===== config.mk =====
export PLATFORM = sky130hd
export DESIGN_NAME = sfx_scheduler
export DESIGN_NICKNAME = d
export VERILOG_FILES = /design/src/rtl/sfx_scheduler.sv
export SDC_FILE = /design/constraint.sdc
export NUM_CORES = 1
export LEC_CHECK = 0
export ABC_CLOCK_PERIOD_IN_PS = 3000
export CAP_MARGIN = 20
export CORE_MARGIN = 2
export CORE_UTILIZATION = 50
export CTS_BUF_LIST = sky130_fd_sc_hd__clkbuf_4 sky130_fd_sc_hd__clkbuf_8
export CTS_CLUSTER_SIZE = 24
export DETAILED_ROUTE_END_ITERATION = 16
export DONT_BUFFER_PORTS = 1
export SLEW_MARGIN = 25
export SYNTH_ARGS = -nofsm -noshare
export SYNTH_HDL_FRONTEND = slang
export SYNTH_SLANG_ARGS = --single-unit
export TNS_END_PERCENT = 100

===== constraint.sdc =====
create_clock -name clk_in -period 3 [get_ports clk_in]
set_clock_uncertainty 0.05 [all_clocks]
set_input_delay 0.3 -clock clk_in [delete_from_list [all_inputs] [get_ports clk_in]]
set_output_delay 0.3 -clock clk_in [all_outputs]
set_load 0.01 [all_outputs]

===== src/rtl/sfx_scheduler.sv =====
// Sound-effect scheduler: fixed-priority arbitration with preemption among three requesters,
// sample-rate ROM address sequencing and a registered sample mux for the PWM stage.
module sfx_scheduler #(
   parameter int unsigned PERIOD   = 567,
   parameter int unsigned MIN_ADDR = 1000,
   parameter int unsigned MAX_ADDR = 40000,
   parameter int unsigned ADDR_W   = 16
) (
   input  logic              clk_in,
   input  logic              rst_in,
   input  logic [2:0]        req_in,
   input  logic [7:0]        sel_data_in,
   input  logic [7:0]        scroll_data_in,
   input  logic [7:0]        click_data_in,
   output logic [ADDR_W-1:0] rom_addr_out,
   output logic [1:0]        effect_out,
   output logic [2:0]        pending_out,
   output logic [7:0]        sample_out,
   output logic              done_out
);

   localparam int unsigned CntW = $clog2(PERIOD);

   typedef enum logic [0:0] {StIdle, StPlay} state_e;

   state_e            state_q, state_d;
   logic [1:0]        effect_q, effect_d;
   logic [2:0]        pend_q, pend_d;
   logic [ADDR_W-1:0] addr_q, addr_d;
   logic [CntW-1:0]   cnt_q, cnt_d;
   logic              done_q, done_d;
   logic [1:0]        effect_dly_q;
   logic [7:0]        sample_q;

   logic [2:0] cand;
   logic [1:0] win_eff;
   logic [2:0] win_oh;
   logic [2:0] cur_oh;
   logic [2:0] hi_mask;

   assign cand = pend_q | req_in;

   always_comb begin
      win_eff = 2'd0;
      win_oh  = 3'b000;
      if (cand[0]) begin
         win_eff = 2'd1;
         win_oh  = 3'b001;
      end else if (cand[1]) begin
         win_eff = 2'd2;
         win_oh  = 3'b010;
      end else if (cand[2]) begin
         win_eff = 2'd3;
         win_oh  = 3'b100;
      end
   end

   // hi_mask selects requesters that outrank the effect now playing
   always_comb begin
      cur_oh  = 3'b000;
      hi_mask = 3'b000;
      case (effect_q)
         2'd1:    begin cur_oh = 3'b001; hi_mask = 3'b000; end
         2'd2:    begin cur_oh = 3'b010; hi_mask = 3'b001; end
         2'd3:    begin cur_oh = 3'b100; hi_mask = 3'b011; end
         default: begin cur_oh = 3'b000; hi_mask = 3'b000; end
      endcase
   end

   always_comb begin
      state_d  = state_q;
      effect_d = effect_q;
      pend_d   = pend_q;
      addr_d   = addr_q;
      cnt_d    = cnt_q;
      done_d   = 1'b0;
      case (state_q)
         StIdle: begin
            if (cand != 3'b000) begin
               state_d  = StPlay;
               effect_d = win_eff;
               addr_d   = ADDR_W'(MIN_ADDR);
               cnt_d    = '0;
               pend_d   = cand & ~win_oh;
            end
         end
         StPlay: begin
            if ((req_in & hi_mask) != 3'b000) begin
               // Preempted effect is dropped, never parked as pending
               effect_d = win_eff;
               addr_d   = ADDR_W'(MIN_ADDR);
               cnt_d    = '0;
               pend_d   = cand & ~win_oh & ~cur_oh;
            end else if ((req_in & cur_oh) != 3'b000) begin
               addr_d = ADDR_W'(MIN_ADDR);
               cnt_d  = '0;
               pend_d = pend_q | (req_in & ~cur_oh);
            end else if (cnt_q == CntW'(PERIOD - 1)) begin
               cnt_d = '0;
               if (addr_q == ADDR_W'(MAX_ADDR)) begin
                  done_d = 1'b1;
                  if (cand != 3'b000) begin
                     effect_d = win_eff;
                     addr_d   = ADDR_W'(MIN_ADDR);
                     pend_d   = cand & ~win_oh;
                  end else begin
                     state_d  = StIdle;
                     effect_d = 2'd0;
                     addr_d   = '0;
                     pend_d   = 3'b000;
                  end
               end else begin
                  addr_d = addr_q + ADDR_W'(1);
                  pend_d = pend_q | req_in;
               end
            end else begin
               cnt_d  = cnt_q + CntW'(1);
               pend_d = pend_q | req_in;
            end
         end
         default: state_d = StIdle;
      endcase
   end

   always_ff @(posedge clk_in) begin
      if (rst_in) begin
         state_q      <= StIdle;
         effect_q     <= 2'd0;
         pend_q       <= 3'b000;
         addr_q       <= '0;
         cnt_q        <= '0;
         done_q       <= 1'b0;
         effect_dly_q <= 2'd0;
         sample_q     <= 8'd0;
      end else begin
         state_q      <= state_d;
         effect_q     <= effect_d;
         pend_q       <= pend_d;
         addr_q       <= addr_d;
         cnt_q        <= cnt_d;
         done_q       <= done_d;
         // Delayed effect lines up with ROM data returned one cycle after the address
         effect_dly_q <= effect_q;
         case (effect_dly_q)
            2'd1:    sample_q <= sel_data_in;
            2'd2:    sample_q <= scroll_data_in;
            2'd3:    sample_q <= click_data_in;
            default: sample_q <= 8'd0;
         endcase
      end
   end

   assign rom_addr_out = addr_q;
   assign effect_out   = effect_q;
   assign pending_out  = pend_q;
   assign sample_out   = sample_q;
   assign done_out     = done_q;

endmodule


==> results of run 1 <==
[worst paths after layout]
path | cells past startpoint | to | slack [ns] | start
worst min register to register | 2 | cnt_q[9] | 0.50 | cnt_q[9]
worst min-delay path | 1 | sample_out[6] | 0.02 | rst_in
worst max-delay path | 5 | rom_addr_out[7] | 0.64 | rom_addr_out[9]
worst max register to register | 5 | rom_addr_out[7] | 0.64 | rom_addr_out[9]
[worst reg2reg max path: stages (launching register included)]
cell and delay, ns:
dfxtp_1 0.39, or4b_2 0.73, nor4_4 0.47, a21oi_2 0.28, a41oi_1 0.25, o21a_1 0.13
[metrics by stage]
step           worst slack (ns)  utilization [%]  power (mW)
2_1_floorplan             0.889                -       0.759
3_3_place_gp              0.742             52.9       0.779
3_5_place_dp              0.709             52.9       0.779
4_1_cts                   0.683             54.9        1.15
5_1_grt                   0.474             55.1        1.20
6_report                  0.645             55.1        1.14
[cell usage in the layout, fill, tap and decap left out, drive strengths merged, types with 8 or more instances in the layout]
| master | n |
|---|---|
| nand2 | 16 |
| a31oi | 8 |
| a21oi | 20 |
| a22oi | 9 |
| nor2 | 30 |
| nor3 | 9 |
| mux2 | 8 |
| o21ai | 14 |
| nand3 | 15 |
| inv | 8 |
| dfxtp | 43 |
[logic make-up after synthesis]
group | count (synthesis)
and+or+nand+nor | 109
xor gates and xnor gates | 9
muxes | 9
AOI/OAI and AO/OA | 74
adders and majority gates | 4
DFF | 43
buffers and inverters | 20
[state kept, by name (all words and copies together) (netlist names)]
signal and cells:
pending_out 3, rom_addr_out 16, sample_out 8, effect_dly_q 2
cnt_q 10, done_out 1, effect_out 2, state_q 1
[per-layer routing]
metal	wire, um	GRT usage, %	part of all wire (%)
met4	51	5.87	0.96
met5	0	0	0
met3	433	6.33	8.1
met1	2500	29.0	47
met2	2330	32.7	44
[timing repair]
| item | in CTS | in global routing |
|---|---|---|
| hold buffers | 0 | 1 |
| resized for setup | 0 | 0 |
| endpoints found under the hold margin | 0 | 3 |
| setup buffers | 0 | 0 |
[where the power goes]
part	total, mW	leakage (nW)	internal (mW)	switching [mW]
logic	0.128	0.432	0.0580	0.0702
registers	0.640	0.351	0.594	0.0459
clock network	0.371	0.0446	0.172	0.199
[cell type report]
class | instances | share of cell area [%]
Clock buffer | 6 | 3.16
Clock inverter | 2 | 0.518
Inverter | 8 | 1.24
Multi-Input combinational cell | 205 | 55.1
Sequential cell | 43 | 35.6
Tap cell | 52 | 2.69
Timing Repair Buffer | 5 | 1.66
==> impl_metrics.py, run 1 <==
metrics = {
    "critical_path": {
        "cp-end-kind": "flip-flop",
        "worstPathMaxFanout": 11,
        "cp_cell_sequence": "or4b_2 > nor4_4 > a21oi_2 > a41oi_1 > o21a_1",
        "cp_top_family": "simple AND/OR/NAND/NOR gates",
        "critical_path_class": "flip-flop to flip-flop",
        "crit_buf_inv": 0,
        "crit_slowest_cell": "or4b_2",
        "slowest_delay_ns": 0.73,
        "start_kind": "flip-flop",
        "cp.arrival_ns": 2.55,
        "crit_required_ns": 3.19,
    },
    "timing": {
        "finalSetupViolCount": 0,
        "finalHoldViolCount": 0,
        "slew_headroom_pct": 49.6,
        "max_freq_mhz": 425,
        "worst_hold_slack_ns": 0.0176,
        "rsz0062_at_grt": "false",
        "worstMarginPinSlew_ns": 0.750,
        "slew_viol_final": 0,
        "fin_crit_sh_pct": 78.5,
        "layout_min_cycle_time_ns": 2.36,
        "tns_ns": 0,
    },
    "route": {
        "detail-route-antenna-nets": 0,
        "vias": 1996,
        "post_drt_wl_per_cell_um": 16.6,
        "drc_errors": 0,
        "vias_per_cell": 6.22,
        "drt-initial-drc-count": 133,
        "wl_mm": 5.31,
        "first_pass_iters": 4,
    },
    "cells_and_area": {
        "diodes": 0,
        "fin_nets": 301,
        "seqCellArea_um2": 861,
        "area_delta_synth_final_pct": 5.23,
        "nFillCells": 419,
        "multi_input_area_mm2": 0.00133,
        "drive_gt1_share_pct": 12.3,
        "finalInstanceArea_mm2": 0.00242,
        "final_cells": 321,
    },
    "logic_synthesis": {
        "synthSimpleGateAreaFrac_pct": 27.2,
        "ys_top_cells_by_count": "dfxtp_1 (43), nor2_1 (30), a21oi_1 (19)",
        "yosysMostFrequentCell": "dfxtp_1",
        "synth_top_family_by_area": "simple AND/OR/NAND/NOR gates",
        "synth_top_area_share_pct": 37.5,
        "synth_seq_cells": 43,
        "synth_edf_count": 0,
        "synthTopCellsByArea": "dfxtp_1 (37%), nor2_1 (4.9%), a21oi_1 (4.1%)",
        "ys_types": 53,
        "synth_nets": 301,
        "synth_top_flop_cell": "dfxtp_1",
        "yosys_warnings": 0,
        "synth-async-reset-ratio_pct": 0,
        "yosysTopAreaCell": "dfxtp_1",
        "ys_seq_area_share_pct": 37.5,
        "synth_fa_ha_area_share_pct": 2.18,
        "synth.avg_cell_area_um2": 8.57,
        "synth-compound-area-share_pct": 20.9,
        "postSynthCellCount": 268,
        "syn_area_mm2": 0.00230,
        "synth_mux_area_share_pct": 4.36,
        "synth_xor_area_share_pct": 3.43,
    },
    "grt": {
        "grt_pass1_vias": 1831,
        "grt_first_pass_wirelength_mm": 8.80,
        "grt_remaining_overflow": 0,
        "track_usage_pct": 21.2,
        "grt_max_degree": 37,
        "antenna_found_initial": 0,
    },
    "cts": {
        "ctsHtreeMaxLevel": 2,
        "clockBufferDepth": 2,
        "cts_buffers": 5,
        "tritoncts": "built",
        "cts_sinks": 43,
        "clock_latency_ns": 0.29,
        "clkTransAtPathRegs_ns": 0.08,
        "cts_root_buf": "clkbuf_8",
    },
    "outcome": {
        "status": "finished clean",
    },
    "floorplan": {
        "coreArea_mm2": 0.00438,
        "die_h_um": 71.8,
        "die_width_um": 71.8,
        "start_util_pct": 52.4,
        "die-area_mm2": 0.00515,
        "fp-row-count": 24,
        "io_pins": 59,
    },
    "worst_hold_path": {
        "hold_path_class": "input pin to flip-flop",
    },
    "placed_design": {
        "place_congestion": 0.815,
        "portBuffers": 0,
        "dp_cells": 312,
        "place_hpwl_mm": 3.67,
        "place_area_mm2": 0.00232,
    },
    "power": {
        "power_density_mw_per_mm2": 471,
        "power_leakage_nw": 0.827,
        "ir_drop_mv": 0.257,
    },
    "job": {
        "maxCapViolCount": 0,
    },
}
Power figures use the tool's default switching activity.
==> inputs of run 2 (changes only) <==
Settings changed: ABC_CLOCK_PERIOD_IN_PS 3000 to 2400.
Clock period 3 ns to 2.4 ns, I/O delays scaled along.
==> run 2 against run 1 <==
Die area stayed put. Worst setup slack worse by 0.43 ns. Via count up 2.7%. Critical path type unchanged. Highest routed layer unchanged.
==> impl_metrics.py, run 2 (same netlist as run 1, synthesis figures left out) <==
metrics = {
    "grt": {
        "grt_first_pass_wirelength_mm": 9.10,
        "grt_remaining_overflow": 0,
        "track_usage_pct": 22.3,
        "grt_pass1_vias": 1883,
        "antenna_found_initial": 0,
        "grt_max_degree": 26,
    },
    "cells_and_area": {
        "fin_nets": 314,
        "final_cells": 334,
        "layout_commonest_cell": "dfxtp_1",
        "nFillCells": 419,
        "drive_gt1_share_pct": 16.3,
        "area_delta_synth_final_pct": 10.1,
        "diodes": 0,
        "final_cell_mix": "dfxtp_1 (43), nor2_1 (30), a21oi_1 (19)",
        "largest_register_ffs": 16,
    },
    "critical_path": {
        "start_kind": "flip-flop",
        "r2r_setup_slack_ns": 0.22,
        "crit_required_ns": 2.49,
        "cp.arrival_ns": 2.28,
        "critical_path_class": "flip-flop to flip-flop",
        "worstSetupStartpoint": "rom_addr_out[9]",
        "timing.rr.end": "pending_out[2]",
        "cp-endpoint": "pending_out[2]",
        "cp-end-kind": "flip-flop",
        "r2r-start": "rom_addr_out[9]",
        "worstRegToRegCells": 5,
        "worstPathMaxFanout": 6,
    },
    "worst_hold_path": {
        "hold_path_class": "input pin to flip-flop",
    },
    "timing": {
        "slew_headroom_pct": 37.1,
        "layout_min_cycle_time_ns": 2.18,
        "fin_crit_sh_pct": 91.0,
        "max_freq_mhz": 458,
        "tns_ns": 0,
        "finalSetupViolCount": 0,
        "rsz0062_at_grt": "false",
        "worst_hold_slack_ns": 0.0364,
        "setup_ws_ns": 0.215,
        "slew_viol_final": 0,
        "finalHoldViolCount": 0,
        "worstMarginPinSlew_ns": 0.940,
    },
    "floorplan": {
        "fp-row-count": 24,
        "die_h_um": 71.8,
        "io_pins": 59,
        "coreArea_mm2": 0.00438,
        "start_util_pct": 52.4,
        "die-area_mm2": 0.00515,
        "die_width_um": 71.8,
    },
    "cts": {
        "clock_latency_ns": 0.30,
        "ctsResizeCount": 0,
        "clkTransAtPathRegs_ns": 0.09,
        "ctsHtreeMaxLevel": 2,
        "cts_buffers": 5,
        "tritoncts": "built",
        "cts_sinks": 43,
        "cts_root_buf": "clkbuf_8",
        "clockBufferDepth": 2,
    },
    "route": {
        "wl_mm": 5.49,
        "drc_errors": 0,
        "detail-route-antenna-nets": 0,
        "vias_per_cell": 6.14,
        "vias": 2050,
        "first_pass_iters": 4,
        "drt-initial-drc-count": 129,
        "post_drt_wl_per_cell_um": 16.4,
    },
    "power": {
        "power_leakage_nw": 0.907,
        "p_total_mw": 1.50,
        "ir_drop_mv": 0.327,
        "power_density_mw_per_mm2": 592,
    },
    "placed_design": {
        "place_hpwl_mm": 3.87,
        "preCtsSetupSlack_ns": 0.232,
        "dp_cells": 325,
        "portBuffers": 0,
        "place_congestion": 0.853,
    },
    "outcome": {
        "status": "finished clean",
    },
    "job": {
        "maxCapViolCount": 0,
    },
}
## run 2: critical path, stage by stage, from the launching register on
cell and delay, ns:
dfxtp_1 0.39, or4_1 0.54, or4_4 0.49, nor3_4 0.27, o21a_2 0.20, a221oi_1 0.09
## run 2: worst min-delay path by stage
stage                     depth (start not counted)           start  slack, ns               to
after CTS                                         2          rst_in       0.03  rom_addr_out[8]
after detailed placement                          1          rst_in       0.26    effect_out[0]
final                                             2       req_in[2]       0.04   pending_out[2]
after global routing                              2          rst_in       0.04  rom_addr_out[8]
after floorplan                                   2  sel_data_in[3]       0.34    sample_out[3]
after global placement                            1          rst_in       0.26  effect_dly_q[0]
## run 2: repair_timing
action	4_1_cts	5_1_grt
hold endpoints to repair	25	0
hold buffers	1	0
setup buffers	0	0
## run 2: metrics by stage
| stage | area, um^2 | util [%] |
|---|---|---|
| 2_1_floorplan | 2300 | - |
| 3_3_place_gp | 2420 | 55.1 |
| 3_5_place_dp | 2420 | 55.1 |
| 4_1_cts | 2530 | 57.7 |
| 5_1_grt | 2530 | 57.7 |
| 6_report | 2530 | 57.7 |
## run 2: layer usage
metal	up-vias	track usage, %	part of all wire (%)
li1	1014	-	-
met1	953	29.7	45
met2	76	34.0	45
met3	7	6.33	7.5
met4	0	9.01	1.9
met5	-	0	0
## run 2: power breakdown
group	switching [mW]	total [mW]	internal, mW
Clock	0.248	0.522	0.274
Combinational	0.109	0.190	0.0814
Sequential	0.0434	0.786	0.742
Total	0.400	1.50	1.10
## run 2: layout make-up
| cell class | count | area (um^2) | share of cell area (%) |
|---|---|---|---|
| Sequential cell | 43 | 861 | 34.0 |
| Clock buffer | 8 | 104 | 4.10 |
| Timing Repair Buffer | 18 | 138 | 5.44 |
| Multi-Input combinational cell | 205 | 1330 | 52.7 |
| Tap cell | 52 | 65.1 | 2.57 |
| Inverter | 8 | 30.0 | 1.19 |
==> inputs of run 3 (changes only) <==
Settings changed: CTS_CLUSTER_DIAMETER from default to 50.
==> results of run 3 <==
Final layout, timing and power as in run 2 (identical DEF).
